[src/rtl/gate_input_debouncer.sv]
// Two-channel synchroniser and counter-based debouncer feeding a 2-input gate.
// Produces clean registered levels, 1-cycle edge pulses and a settled flag.
module gate_input_debouncer #(
    parameter int DEBOUNCE_CYCLES = 4
) (
    input  logic clk,
    input  logic rst_n,
    input  logic a_raw,
    input  logic b_raw,
    output logic a,
    output logic b,
    output logic a_rise,
    output logic a_fall,
    output logic b_rise,
    output logic b_fall,
    output logic settled
);

    localparam int CNT_W =
        (DEBOUNCE_CYCLES > 1) ? $clog2(DEBOUNCE_CYCLES) : 1;
    localparam logic [CNT_W-1:0] CNT_MAX = CNT_W'(DEBOUNCE_CYCLES - 1);

    logic [1:0]       w_raw;
    logic [1:0]       r_s1;
    logic [1:0]       r_s2;
    logic [1:0]       r_out;
    logic [1:0]       r_rise;
    logic [1:0]       r_fall;
    logic             r_settled;
    logic [CNT_W-1:0] r_cnt [2];

    logic [1:0]       w_diff;
    logic [1:0]       w_flip;
    logic [1:0]       w_quiet;

    assign w_raw = {b_raw, a_raw};

    always_comb begin
        w_diff  = '0;
        w_flip  = '0;
        w_quiet = '0;
        for (int i = 0; i < 2; i++) begin
            w_diff[i]  = r_s2[i] != r_out[i];
            w_flip[i]  = w_diff[i] && (r_cnt[i] == CNT_MAX);
            w_quiet[i] = !w_diff[i] && (r_cnt[i] == '0);
        end
    end

    always_ff @(posedge clk or negedge rst_n) begin
        if (!rst_n) begin
            r_s1      <= '0;
            r_s2      <= '0;
            r_out     <= '0;
            r_rise    <= '0;
            r_fall    <= '0;
            r_settled <= 1'b0;
            for (int i = 0; i < 2; i++) begin
                r_cnt[i] <= '0;
            end
        end else begin
            r_s1      <= w_raw;
            r_s2      <= r_s1;
            // Pulses follow the flip decision so they land one cycle after it.
            r_rise    <= w_flip & r_s2;
            r_fall    <= w_flip & ~r_s2;
            r_settled <= &w_quiet;
            for (int i = 0; i < 2; i++) begin
                if (!w_diff[i]) begin
                    r_cnt[i] <= '0;
                end else if (w_flip[i]) begin
                    r_out[i] <= r_s2[i];
                    r_cnt[i] <= '0;
                end else begin
                    r_cnt[i] <= r_cnt[i] + CNT_W'(1);
                end
            end
        end
    end

    assign a       = r_out[0];
    assign b       = r_out[1];
    assign a_rise  = r_rise[0];
    assign a_fall  = r_fall[0];
    assign b_rise  = r_rise[1];
    assign b_fall  = r_fall[1];
    assign settled = r_settled;

endmodule
[config.mk]
export PLATFORM = sky130hd
export DESIGN_NAME = gate_input_debouncer
export DESIGN_NICKNAME = d
export VERILOG_FILES = /design/src/rtl/gate_input_debouncer.sv
export SDC_FILE = /design/constraint.sdc
export NUM_CORES = 1
export LEC_CHECK = 0
export ABC_AREA = 1
export BUFFER_PORTS_ARGS = -buffer_cell sky130_fd_sc_hd__clkbuf_2
export CAP_MARGIN = 20
export CORE_AREA = 2 2 39 41
export DETAILED_ROUTE_END_ITERATION = 10
export DIE_AREA = 0 0 41 43
export GPL_TIMING_DRIVEN = 0
export PLACE_DENSITY = 0.66
export SYNTH_ARGS = -nofsm -noshare
export SYNTH_HDL_FRONTEND = slang
export SYNTH_SLANG_ARGS = --single-unit
[constraint.sdc]
create_clock -name clk -period 2.1 [get_ports clk]
set_input_delay 0.42 -clock clk [delete_from_list [all_inputs] [get_ports clk]]
set_output_delay 0.42 -clock clk [all_outputs]
set_load 0.02 [all_outputs]
==> summary.txt <==
crit path cell chain: clkbuf_2
hold_buf cts: 0
Crit. End Element: primary output
gr usage total: 0.121
Period minus WS final: 1280 ps
Initial Util: 0.420
CP peak stage delay: 410 ps
core area: 1380 sq um
CTS clk-pin slew, worst paths: 80 ps
Bufs on Longest Clock Path: 2
Setup Crit Path Kind: flip-flop to primary output
VDD IR max: 0.514 mV
I/O pin count: 11
unrepaired setup endpoints after global routing: false
worst slack, placed: 1140 ps
initial antenna violation count: 0
Final Setup Violations: 0
Setup TNS: 0 ps
commonest non-fill, non-tap cell in the layout: dfrtp_1
I/O Buffers: 10
Least-Margin Pin Slew: 354 ps
RePlAce Congestion: 0.680
Die H: 43 um
skew final: 1.13 ps
Slowest-stage cell, CP: dfrtp_1
total wire length: 700 um
first-pass GRT wire length: 1300 um
RR Endpoint: r_cnt[2]
residual DRC count: 0
Die Wd: 41 um
layout cells sized above 1: 0.243
sequential area share after synthesis: 0.647
Filler cells: 140
Worst Reg-to-Reg Cells: 4
Mapped Area: 581 sq um
DP HPWL: 516 um
total die area: 1760 sq um
via count: 361
final period utilization: 0.607
CP required: 1680 ps
PD cells: 1170 nW/um^2
Clock Latency Late Sink: 280 ps
post-synthesis net count: 64
1st-iter DRT viols: 0
FF-to-FF Start: r_cnt[2]
syn avg cell area: 10.4 sq um
Overflow after GRT: 0
Worst setup SP type: flip-flop
delay-heaviest family, CP: flip-flops
max cap viols: 0
top fanout value on the critical path: 3
Setup Fix Bufs, Post-CTS: 0
CP Buf/Inv Count: 1
Pre-Repair DR Iteration Count: 1
cells after synthesis: 56
Antenna diodes: 0
Worst slew margin: 0.764
Final Hold Slack: 27.7 ps
f_max: 784 MHz
post-route ant nets: 0
PostCTS Resize Cnt: 0
Nets: 79
Inserted Clock Buffers: 3
CTS tree: yes
Final Hold Fails: 0
CTS sink count: 15
worst min path class: primary input to async pin
Yosys cell types: 10
Core Rows: 14
outcome: finished, final reports clean
Yosys reg bits: 15
largest net degree at the start of global routing: 16
Final WS setup: 825 ps
Slew Limit Fails: 0
Yosys warning count: 0
area grow syn2layout: 16.6%
Worst R2R Setup Slack: 1170 ps
vias in the first global route: 340
LEAKAGE: 0.385 nW
WL per Instance: 8.14 um
Max H-tree Level: 1
Clock Tree Root: clkbuf_4
CP arrival: 860 ps
DR vias/cell: 4.20
commonest cells after routing, fill and taps aside: 15 x dfrtp_1, 14 x inv_1, 10 x clkbuf_2
## Yosys cell counts
library cell,count,area (sq um)
dfrtp_1,15,375
inv_1,14,52.6
nand2_1,9,33.8
nor2_1,7,26.3
ha_1,4,50.1
nor2_2,2,12.5
o21ai_0,2,10.0
and2_4,1,8.76
nand2_2,1,6.26
nand3_1,1,5.00
## state kept, by name, indices dropped and copies added (netlist names)
signal / cells
r_cnt: 4
r_s2: 2
r_s1: 2
r_rise: 2
r_out: 2
settled: 1
r_fall: 2
## cells by family (layout without fill, tap and decap cells)
logic type / count (synthesis) / after routing / synth area share
AO/OA/AOI/OAI: 2 / 2 / 0.0172
adder cells (fa/ha/maj): 4 / 4 / 0.0862
buffers and inverters: 14 / 28 / 0.0905
flip-flops: 15 / 15 / 0.647
AND/OR/NAND/NOR: 21 / 21 / 0.159
## area by class of cell
cell class              count  area (sq um)  area share
clock buffers               4          26.3      0.0388
inverters                  14          52.6      0.0776
multi-input cells          27           153       0.226
flip-flops and latches     15           375       0.555
well taps                  16          20.0      0.0296
repair buffers             10          50.0      0.0739
## metrics by stage
stage,instances,area [sq um],utilization,total power (W)
after CTS,86,677,0.489,0.000806
after global placement,82,651,0.470,0.000636
after global routing,86,677,0.489,0.000873
after detailed placement,82,651,0.470,0.000640
after floorplan,56,581,-,0.000574
final,86,677,0.489,0.000789
## metal layers
layer	up-vias	global-route usage	share of wire
met2	10	0.163	0.44
met3	5	0.0314	0.057
met1	156	0.125	0.44
li1	190	-	-
met5	-	0	0
met4	0	0.160	0.066
## how the worst max path moves through the flow
stage                   from        to  slack (ps)  cells after the start
floorplan           r_out[0]  r_cnt[2]        1190                      4
global placement    r_out[0]         a        1140                      1
detailed placement  r_out[0]         a        1140                      1
CTS                 r_out[0]         a         810                      1
global route        r_out[0]         a         780                      1
finish              r_out[0]         a         820                      1
## power by group
| group | total, W | switching [W] | internal, W |
|---|---|---|---|
| Sequential | 0.000383 | 0.0000328 | 0.000350 |
| Clock | 0.000161 | 0.0000873 | 0.0000738 |
| Combinational | 0.000245 | 0.000154 | 0.0000918 |
Power figures use the tool's default switching activity.
